File: src/rtl/memory_access_pkg.sv
// memory_access_pkg: shared encodings, FSM states and wait-counter width for the memory stage
package memory_access_pkg;
   localparam logic [2:0] F3_B  = 3'b000;
   localparam logic [2:0] F3_H  = 3'b001;
   localparam logic [2:0] F3_BU = 3'b100;
   localparam logic [2:0] F3_HU = 3'b101;
   localparam int WAIT_W = 4;
   typedef enum logic [1:0] {IDLE, REQ, DONE} state_t;
   typedef enum logic [1:0] {SZ_B, SZ_H, SZ_W} size_t;
   // Every funct3 that is not a byte or half access behaves as a word
   function automatic size_t accessSize(input logic [2:0] funct3);
      return (funct3 == F3_B || funct3 == F3_BU) ? SZ_B :
             (funct3 == F3_H || funct3 == F3_HU) ? SZ_H : SZ_W;
   endfunction
endpackage

File: src/rtl/memory_access_if.sv
// memory_access_if: req/ack data-memory bus between the memory stage and data memory
interface memory_access_if #(parameter int ADDR_WIDTH = 32);
   logic                  mem_req;
   logic                  mem_we;
   logic [ADDR_WIDTH-1:0] mem_addr;
   logic [31:0]           mem_wdata;
   logic [3:0]            mem_wstrb;
   logic [31:0]           mem_rdata;
   logic                  mem_ack;
   logic                  mem_error;
   modport master (output mem_req, mem_we, mem_addr, mem_wdata, mem_wstrb, mem_error,
                   input  mem_rdata, mem_ack);
   modport slave  (input  mem_req, mem_we, mem_addr, mem_wdata, mem_wstrb, mem_error,
                   output mem_rdata, mem_ack);
endinterface

File: src/rtl/memory_access_lsu_align.sv
// lsu_align: byte-lane strobes/replicated store data and extended load data
module lsu_align
   import memory_access_pkg::*;
(
   input  logic [1:0]  addr,
   input  logic [2:0]  funct3,
   input  logic [31:0] rs2,
   input  logic [31:0] rdata,
   output logic [3:0]  wstrb,
   output logic [31:0] wdata,
   output logic [31:0] loadData
);
   size_t       size;
   logic [7:0]  lb;
   logic [15:0] lh;
   logic        uns;
   // Lane steering for stores and lane selection plus extension for loads
   always_comb begin
      size     = accessSize(funct3);
      uns      = funct3[2];
      lb       = rdata[{addr, 3'b000} +: 8];
      lh       = addr[1] ? rdata[31:16] : rdata[15:0];
      wstrb    = size == SZ_W ? 4'hF : size == SZ_H ? (addr[1] ? 4'hC : 4'h3) : 4'b0001 << addr;
      wdata    = size == SZ_W ? rs2 : size == SZ_H ? {2{rs2[15:0]}} : {4{rs2[7:0]}};
      loadData = size == SZ_W ? rdata :
                 size == SZ_H ? {{16{lh[15] & ~uns}}, lh} : {{24{lb[7] & ~uns}}, lb};
   end
endmodule

File: src/rtl/memory_access.sv
// memory_access: RV32I memory stage; req/ack data access with stall. MEM_MISALIGN_TRAP_EN traps misaligned H/W.
module memory_access
   import memory_access_pkg::*;
#(
   parameter int TIMEOUT_CYCLES = 15,
   parameter int ADDR_WIDTH     = 32
) (
   input  logic        clk,
   input  logic        rst,
   input  logic [31:0] in_result,
   input  logic [31:0] in_rs2_value,
   input  logic [2:0]  in_funct3,
   input  logic        in_MemWrite,
   input  logic        in_MemRead,
   input  logic        in_RegWrite,
   input  logic        in_MemToReg,
   input  logic        in_RegDataSrc,
   input  logic        in_PCSrc,
   input  logic [4:0]  in_RegDest,
   output logic        stall,
   memory_access_if.master mem,
   output logic        out_RegWrite,
   output logic        out_MemToReg,
   output logic        out_RegDataSrc,
   output logic        out_PCSrc,
   output logic [4:0]  out_RegDest,
   output logic [31:0] out_alu_result,
   output logic [31:0] out_mem_data
);
   state_t              state;
   logic [WAIT_W-1:0]   waitCnt;
   logic                memReq, memError, misalign, timeUp, isLoad;
   logic [31:0]         capResult, capRs2;
   logic [2:0]          capFunct3;
   logic                capMemWrite, capMemRead, capRegWrite, capMemToReg, capRegDataSrc, capPcSrc;
   logic [4:0]          capRegDest;
   logic [3:0]          wstrb;
   logic [31:0]         wdata, loadData;

`ifdef MEM_MISALIGN_TRAP_EN
   size_t inSize;
   assign inSize   = accessSize(in_funct3);
   assign misalign = (inSize == SZ_H && in_result[0]) || (inSize == SZ_W && in_result[1:0] != 2'b00);
`else
   assign misalign = 1'b0;
`endif

   assign timeUp         = waitCnt == WAIT_W'(TIMEOUT_CYCLES - 1);
   assign isLoad         = capMemRead & ~capMemWrite;
   assign mem.mem_req    = memReq;
   assign mem.mem_we     = memReq & capMemWrite;
   assign mem.mem_addr   = {capResult[ADDR_WIDTH-1:2], 2'b00};
   assign mem.mem_wdata  = wdata;
   assign mem.mem_wstrb  = (memReq & capMemWrite) ? wstrb : 4'h0;
   assign mem.mem_error  = memError;

   lsu_align align (
      .addr(capResult[1:0]), .funct3(capFunct3), .rs2(capRs2), .rdata(mem.mem_rdata),
      .wstrb(wstrb), .wdata(wdata), .loadData(loadData)
   );

   // Input boundary register; frozen while an access is in flight
   always_ff @(posedge clk or posedge rst) begin
      if (rst) begin
         capResult <= '0; capRs2 <= '0; capFunct3 <= '0; capRegDest <= '0;
         capMemWrite <= 1'b0; capMemRead <= 1'b0; capRegWrite <= 1'b0;
         capMemToReg <= 1'b0; capRegDataSrc <= 1'b0; capPcSrc <= 1'b0;
      end else if (!stall) begin
         capResult <= in_result; capRs2 <= in_rs2_value; capFunct3 <= in_funct3; capRegDest <= in_RegDest;
         capMemWrite <= in_MemWrite; capMemRead <= in_MemRead; capRegWrite <= in_RegWrite;
         capMemToReg <= in_MemToReg; capRegDataSrc <= in_RegDataSrc; capPcSrc <= in_PCSrc;
      end
   end

   // Handshake FSM; writeback registers change together at capture (non-memory) or completion (memory)
   always_ff @(posedge clk or posedge rst) begin
      if (rst) begin
         state <= IDLE; waitCnt <= '0; memReq <= 1'b0; stall <= 1'b0; memError <= 1'b0;
         out_RegWrite <= 1'b0; out_MemToReg <= 1'b0; out_RegDataSrc <= 1'b0; out_PCSrc <= 1'b0;
         out_RegDest <= '0; out_alu_result <= '0; out_mem_data <= '0;
      end else begin
         memError <= 1'b0;
         if (state == REQ) begin
            if (mem.mem_ack || timeUp) begin
               state          <= DONE;
               memReq         <= 1'b0;
               stall          <= 1'b0;
               waitCnt        <= '0;
               memError       <= !mem.mem_ack;
               out_RegWrite   <= capRegWrite & mem.mem_ack;
               out_MemToReg   <= capMemToReg;
               out_RegDataSrc <= capRegDataSrc;
               out_PCSrc      <= capPcSrc;
               out_RegDest    <= capRegDest;
               out_alu_result <= capResult;
               out_mem_data   <= !mem.mem_ack ? '0 : isLoad ? loadData : out_mem_data;
            end else begin
               waitCnt <= waitCnt + 1'b1;
            end
         end else if ((in_MemRead || in_MemWrite) && !misalign) begin
            state  <= REQ;
            memReq <= 1'b1;
            stall  <= 1'b1;
         end else begin
            state          <= misalign ? DONE : IDLE;
            memError       <= misalign;
            out_RegWrite   <= in_RegWrite & ~misalign;
            out_MemToReg   <= in_MemToReg;
            out_RegDataSrc <= in_RegDataSrc;
            out_PCSrc      <= in_PCSrc;
            out_RegDest    <= in_RegDest;
            out_alu_result <= in_result;
            out_mem_data   <= misalign ? '0 : out_mem_data;
         end
      end
   end
endmodule

File: src/flat_wrapper.sv
// flat-port wrapper written by rule: the top's interface ports become plain ports
module memory_access_flat import memory_access_pkg::*;
#(
   parameter int TIMEOUT_CYCLES = 15,
   parameter int ADDR_WIDTH     = 32
)
  (clk, rst, in_result, in_rs2_value, in_funct3, in_MemWrite, in_MemRead, in_RegWrite, in_MemToReg, in_RegDataSrc, in_PCSrc, in_RegDest, stall, out_RegWrite, out_MemToReg, out_RegDataSrc, out_PCSrc, out_RegDest, out_alu_result, out_mem_data, mem_mem_req, mem_mem_we, mem_mem_addr, mem_mem_wdata, mem_mem_wstrb, mem_mem_error, mem_mem_rdata, mem_mem_ack);
  memory_access_if #(.ADDR_WIDTH(ADDR_WIDTH)) mem_i ();
  input  logic clk;
  input  logic rst;
  input  logic [31:0] in_result;
  input  logic [31:0] in_rs2_value;
  input  logic [2:0] in_funct3;
  input  logic in_MemWrite;
  input  logic in_MemRead;
  input  logic in_RegWrite;
  input  logic in_MemToReg;
  input  logic in_RegDataSrc;
  input  logic in_PCSrc;
  input  logic [4:0] in_RegDest;
  output logic stall;
  output logic out_RegWrite;
  output logic out_MemToReg;
  output logic out_RegDataSrc;
  output logic out_PCSrc;
  output logic [4:0] out_RegDest;
  output logic [31:0] out_alu_result;
  output logic [31:0] out_mem_data;
  output wire logic [$bits(mem_i.mem_req)-1:0] mem_mem_req;
  output wire logic [$bits(mem_i.mem_we)-1:0] mem_mem_we;
  output wire logic [$bits(mem_i.mem_addr)-1:0] mem_mem_addr;
  output wire logic [$bits(mem_i.mem_wdata)-1:0] mem_mem_wdata;
  output wire logic [$bits(mem_i.mem_wstrb)-1:0] mem_mem_wstrb;
  output wire logic [$bits(mem_i.mem_error)-1:0] mem_mem_error;
  input wire logic [$bits(mem_i.mem_rdata)-1:0] mem_mem_rdata;
  input wire logic [$bits(mem_i.mem_ack)-1:0] mem_mem_ack;
  assign mem_mem_req = mem_i.mem_req;
  assign mem_mem_we = mem_i.mem_we;
  assign mem_mem_addr = mem_i.mem_addr;
  assign mem_mem_wdata = mem_i.mem_wdata;
  assign mem_mem_wstrb = mem_i.mem_wstrb;
  assign mem_mem_error = mem_i.mem_error;
  assign mem_i.mem_rdata = mem_mem_rdata;
  assign mem_i.mem_ack = mem_mem_ack;
  memory_access #(.TIMEOUT_CYCLES(TIMEOUT_CYCLES), .ADDR_WIDTH(ADDR_WIDTH)) u_core (.clk(clk), .rst(rst), .in_result(in_result), .in_rs2_value(in_rs2_value), .in_funct3(in_funct3), .in_MemWrite(in_MemWrite), .in_MemRead(in_MemRead), .in_RegWrite(in_RegWrite), .in_MemToReg(in_MemToReg), .in_RegDataSrc(in_RegDataSrc), .in_PCSrc(in_PCSrc), .in_RegDest(in_RegDest), .stall(stall), .mem(mem_i), .out_RegWrite(out_RegWrite), .out_MemToReg(out_MemToReg), .out_RegDataSrc(out_RegDataSrc), .out_PCSrc(out_PCSrc), .out_RegDest(out_RegDest), .out_alu_result(out_alu_result), .out_mem_data(out_mem_data));
endmodule
File: config.mk
export PLATFORM = sky130hd
export DESIGN_NAME = memory_access_flat
export DESIGN_NICKNAME = d
export VERILOG_FILES = /design/src/rtl/memory_access_pkg.sv /design/src/rtl/memory_access_if.sv /design/src/rtl/memory_access_lsu_align.sv /design/src/rtl/memory_access.sv /design/src/flat_wrapper.sv
export SDC_FILE = /design/constraint.sdc
export NUM_CORES = 1
export LEC_CHECK = 0
export CAP_MARGIN = 10
export CORE_AREA = 3 3 131 133
export DETAILED_ROUTE_END_ITERATION = 12
export DIE_AREA = 0 0 134 136
export PLACE_DENSITY = 0.8
export SYNTH_ARGS = -nofsm -noshare
export SYNTH_HDL_FRONTEND = slang
export SYNTH_SLANG_ARGS = --single-unit
export TNS_END_PERCENT = 20
File: constraint.sdc
create_clock -name clk -period 7.26 [get_ports clk]
set_clock_uncertainty 0.15 [all_clocks]
set_input_delay 1.089 -clock clk [delete_from_list [all_inputs] [get_ports clk]]
set_output_delay 1.089 -clock clk [all_outputs]
set_load 0.01 [all_outputs]
; Yosys cells after proc, flatten, opt, wreduce, memory -nomap -nowiden
; Cells that the tools add are included.
; W data, S select, Z words.
[totals]
register_bits = 159
in_bits = 113
wordCells = 91
[op_classes]
addsub = 1
n_eq_ne = 10
n_shift = 2
n_mux = 40
bitwise = 7
n_reduce_logical = 10
[ops]
columns = operator, count
row1 = $mux W32, 9
row2 = $shiftx A32 B6 Y8, 1
row3 = $mux W4, 5
row4 = $mux W1, 18
row5 = $mux W16, 1
row6 = $mux W5, 3
row7 = $mux W2, 4
row8 = $eq A3 B3 Y1 const B, 2
row9 = $and A1 B1 Y1, 5
row10 = $add A4 B1 Y4 const B, 1
row11 = $eq A2 B1 Y1 const B, 2
row12 = $eq A4 B4 Y1 const B, 1
row13 = $logic_or A1 B1 Y1, 4
row14 = $ne A2 B1 Y1 const B, 2
row15 = $reduce_and A2 Y1, 2
row16 = $shl A1 B2 Y4 const A, 1
row17 = $eq A3 B1 Y1 const B, 1
row18 = $logic_not A3 Y1, 1
row19 = $reduce_and A3 Y1, 1
row20 = $eq A2 B2 Y1 const B, 1
row21 = $ne A2 B2 Y1 const B, 1
row22 = $not A1 Y1, 2
row23 = $reduce_bool A2 Y1, 1
row24 = $logic_not A1 Y1, 1

; Longest topological paths before layout
[depth]
depth_word = 9
ltp_mapped = 8

; Cells and area by module
; Synthesis repeated with hierarchy kept, for this count alone.
[hier_totals]
hier_cells = 656
hier_area_um2 = 8439.3
[by_module_without_submodules]
columns = module, instances, cells_each, area_each_um2, seq_area_each_um2
row1 = memory_access, 1, 469, 7088.0, 3978.8
row2 = lsu_align, 1, 187, 1351.3, 0.0

; Worst setup path before layout
; OpenSTA, ideal clock, no wires.
[synth_timing]
kind = register to output
startpoint = register u_core.memReq, in the netlist u_core.mem.mem_req
endpoint = output mem_mem_wstrb[3]
t_arrival_ns = 1.362
setup_slack_ns = 4.659
path_stages_with_launch = 5
n_path_buf = 2
cell_sequence = dfrtp_1 -> clkbuf_1 -> clkbuf_1 -> nand2_1 -> a21oi_1
[synth_between]
elab_chain_cells = 2
[synth_lines]
columns = item, line
row1 = from (decl), memory_access.sv:32  ; logic memReq, memError, misalign, timeUp, isLoad;
row2 = from (signal assigned), memory_access.sv:78  ; state <= IDLE; waitCnt <= '0; memReq <= 1'b0; stall <= 1'b0; memError <= 1'b0;
row3 = from (signal assigned), memory_access.sv:86  ; memReq <= 1'b0;
row4 = from (signal assigned), memory_access.sv:102  ; memReq <= 1'b1;
row5 = $and A1 B1 Y1, memory_access.sv:54  ; assign mem.mem_wstrb = (memReq & capMemWrite) ? wstrb : 4'h0;
row6 = $mux W4, memory_access.sv:54
row7 = to (decl), flat_wrapper.sv:33  ; output wire logic [$bits(mem_i.mem_wstrb)-1:0] mem_mem_wstrb;
; No other way between the ends.

; Worst setup path after layout
[layout_timing]
startpoint = register u_core.capResult[1]
endpoint = output mem_mem_wstrb[0]
[layout_between]
elab_chain_cells = 4
word_cells_on_any_way = 5
classes_between = shift (1) / mux (4)
[layout_lines]
columns = item, line
row1 = from (decl), memory_access.sv:33  ; logic [31:0] capResult, capRs2;
row2 = from (signal assigned), memory_access.sv:69  ; capResult <= in_result; capRs2 <= in_rs2_value; capFunct3 <= in_funct3; capRegDest <= in_RegDest;
row3 = $shl A1 B2 Y4 or $mux W4 (tied branches), memory_access_lsu_align.sv:23  ; wstrb = size == SZ_W ? 4'hF : size == SZ_H ? (addr[1] ? 4'hC : 4'h3) : 4'b0001 << addr;
row4 = $mux W4 (*) (2 in a row), memory_access_lsu_align.sv:23
row5 = $mux W4 (*), memory_access.sv:54
; Mark *: on every way between the ends. The rest lies on a longest branch, timed or not.

==> insert_results.sql <==
INSERT INTO impl_metrics (metric_group, metric, value, unit) VALUES
('grt', 'aggregate_global_route_resource_usage', '22.6', '%'),
('grt', 'grt_antenna_before_repair', '0', ''),
('floorplanning', 'coreArea', '0.0159', 'mm^2'),
('sta', 'timing.final.crit_share', '53.1', '%'),
('power_and_ir_drop', 'power_per_cell_area', '484', 'mW/mm^2'),
('critical_path', 'cp.required', '6020', 'ps'),
('sta', 'setup_viol', '0', ''),
('critical_path', 'worst_path_max_fanout', '24', ''),
('synthesis', 'syn-cell-area', '0.00724', 'mm^2'),
('sta', 'finalSetupTns', '0', 'ps'),
('synthesis', 'yosysWarnings', '0', ''),
('final_layout', 'finish.net_count', '934', ''),
('clock_tree', 'clock-sinks', '159', ''),
('detailed_routing', 'detailedRoute.firstPassIterationCount', '5', ''),
('synthesis', 'postSynthCellCount', '589', ''),
('synthesis', 'avgSynthCellArea', '12.3', 'um^2'),
('synthesis', 'ys_top_cells_by_count', 'dfrtp_1, mux2_2, nand2_1', ''),
('grt', 'remaining_global_route_overflow', '0', ''),
('detailed_routing', 'drc_errors', '0', ''),
('critical_path', 'crit_type', 'flip-flop to output port', ''),
('critical_path', 'critical_path.slowest_cell', 'dfrtp_1', ''),
('synthesis', 'synth_largest_type_area_fraction', '54.9', '%'),
('detailed_routing', 'ant_nets', '0', ''),
('placement', 'hpwlAfterDp', '14700', 'um'),
('synthesis', 'netlist-cell-type-count', '39', ''),
('sta', 'finalHoldViolCount', '0', ''),
('power_and_ir_drop', 'seq_power_share', '33.5', '%'),
('sta', 'max-slew-margin-rel', '23.4', '%'),
('placement', 'gpl.final_weighted_congestion', '0.870', ''),
('synthesis', 'postSynthRegisterBits', '159', ''),
('critical_path', 'worstSetupEndpointType', 'output port', ''),
('power_and_ir_drop', 'finalPower', '5.04', 'mW'),
('clock_tree', 'clock_transition_at_path_regs', '60', 'ps'),
('status', 'outcome', 'finished clean', ''),
('detailed_routing', 'wl_met2', '10200', 'um'),
('critical_path', 'critical_path_arrival', '2610', 'ps'),
('sta', 'maxSlewViolCount', '0', ''),
('power_and_ir_drop', 'cell_internal_pwr', '3.26', 'mW'),
('grt', 'grt_first_pass_wirelength', '32400', 'um'),
('detailed_routing', 'via_count', '5679', ''),
('synthesis', 'synth.top_cells.by_area', 'dfrtp_1, mux2_2, mux2i_1', ''),
('detailed_routing', 'wl_met3', '1970', 'um'),
('synthesis', 'synth_largest_area_cell', 'dfrtp_1', ''),
('clock_tree', 'max-clock-path-buffers', '2', ''),
('clock_tree', 'tritoncts_buffer_count', '17', ''),
('placement', 'dpl_cell_area', '0.00985', 'mm^2'),
('final_layout', 'antenna-diode-count', '0', ''),
('detailed_routing', 'highest-signal-layer', 'met4', ''),
('clock_tree', 'ctsHoldBuffers', '0', ''),
('synthesis', 'synth-async-reset-ratio', '100', '%'),
('synthesis', 'synth-main-ff-cell', 'dfrtp_1', ''),
('sta', 'tightest_slew', '1140', 'ps'),
('power_and_ir_drop', 'p_switching', '1.78', 'mW'),
('floorplanning', 'die_span_x', '134', 'um'),
('final_layout', 'post_route_cells_drive_above_1_share', '17.8', '%'),
('grt', 'grt_pass1_vias', '5944', ''),
('power_and_ir_drop', 'power.share.combinational', '49.2', '%'),
('clock_tree', 'ctsResizeCount', '0', ''),
('grt', 'grt_max_degree', '103', ''),
('critical_path', 'critPathLaunch', 'u_core.capResult[1]', ''),
('clock_tree', 'tritoncts', 'yes', ''),
('floorplanning', 'io-pin-count', '258', ''),
('critical_path', 'cp_cell_sequence', 'inv_1 > a21oi_1 > nor2_1 > clkdlybuf4s50_1', ''),
('detailed_routing', 'post_drt_wl_per_cell', '19.7', 'um'),
('power_and_ir_drop', 'power.ir.vdd_worst', '0.272', 'mV'),
('final_layout', 'fill_cells', '1212', ''),
('power_and_ir_drop', 'clock_power_share', '17.3', '%'),
('synthesis', 'synth_edf_count', '0', ''),
('sta', 'finalCriticalPeriod', '3850', 'ps'),
('clock_tree', 'clk_root_buffer_cell', 'clkbuf_16', ''),
('floorplanning', 'initial_core_util', '45.4', '%');
[registers in the layout, summed over array words and instances (netlist names), 2 cells and up]
| register | count |
|---|---|
| u_core.out_RegDest | 5 |
| u_core.out_mem_data | 32 |
| u_core.capFunct3 | 3 |
| u_core.out_alu_result | 32 |
| u_core.capRegDest | 5 |
| u_core.state | 2 |
| u_core.waitCnt | 4 |
| u_core.capResult | 32 |
| u_core.capRs2 | 32 |
[final cells by class]
cell class                 count  area [um^2]  share of cell area [%]
inverter                       8         35.0                   0.336
clock inverter                10          113                    1.08
sequential                   159         3980                    38.2
clock buffer                  22          464                    4.45
tap                          216          270                    2.59
multi-input combinational    371         2960                    28.4
timing repair buffer         262         2610                    25.0
[cell usage in the layout, fill, tap and decap left out, drive strengths merged, types with 3 or more instances in the layout]
cell type,n
a2bb2oi,7
a221o,16
nand2b,3
a21oi,5
nor2,23
clkinv,6
o21ai,54
and3,4
o22ai,9
clkdlybuf4s50,255
mux2,102
o2bb2ai,7
buf,7
nand2,57
clkbuf,22
a22o,9
o221ai,7
inv,8
mux2i,49
dfrtp,159
[kinds of logic (layout without fill, tap and decap cells)]
| logic type | count (synthesis) | in the layout | synth area share, % |
|---|---|---|---|
| other | 1 | 2 | 0.0518 |
| multiplexers | 151 | 151 | 22.8 |
| AND/OR/NAND/NOR | 96 | 96 | 5.89 |
| AO/OA/AOI/OAI | 118 | 118 | 11.3 |
| buffers and inverters | 60 | 302 | 4.46 |
| adder cells (fa/ha/maj) | 2 | 2 | 0.345 |
| XOR/XNOR | 2 | 2 | 0.242 |
| flip-flops | 159 | 159 | 54.9 |
[per-stage QoR]
step                      worst slack [ps]  std cells  utilization (%)  hold WS, ps
after floorplan                       1730        590                -          321
after global routing                  3230       1048             65.4          357
after global placement                3880       1016             61.8          311
after detailed placement              3790       1016             61.8          324
final                                 3410       1048             65.4          326
after CTS                             3440       1048             65.4          336
[power by group through the flow]
stage / sequential (mW) / combinational (mW) / clock [mW]
after detailed placement: 1.69 / 2.49 / 0
after CTS: 1.69 / 2.50 / 0.889
after floorplan: 1.69 / 1.30 / 0
after global placement: 1.66 / 2.42 / 0
after global routing: 1.75 / 2.66 / 0.921
final: 1.69 / 2.48 / 0.870
[layer usage]
metal / up-vias / global-route usage [%]
met5: - / 0
met1: 2804 / 26.8
li1: 2567 / -
met2: 268 / 37.6
met4: 0 / 7.94
met3: 40 / 8.85
[path summary, 6_finish.rpt]
| check | slack, ps | depth (start not counted) | end |
|---|---|---|---|
| setup / recovery | 3410 | 4 | mem_mem_wstrb[0] |
| hold / removal | 330 | 2 | u_core.out_alu_result[20] |
| setup reg to reg | 4820 | 4 | u_core.out_mem_data[29] |
| hold reg to reg | 330 | 2 | u_core.out_alu_result[20] |
| max in group asynchronous | 4530 | 3 | u_core.out_mem_data[7] |
| min in group asynchronous | 1080 | 2 | u_core.capResult[23] |
[worst reg2reg max path, cell delays in order, from the launching register on]
cell and delay (ps):
dfrtp_1 870, mux2_4 320, mux2i_2 90, nor4_4 710
a221o_1 230
No activity file was read; power rests on OpenSTA's default activity.
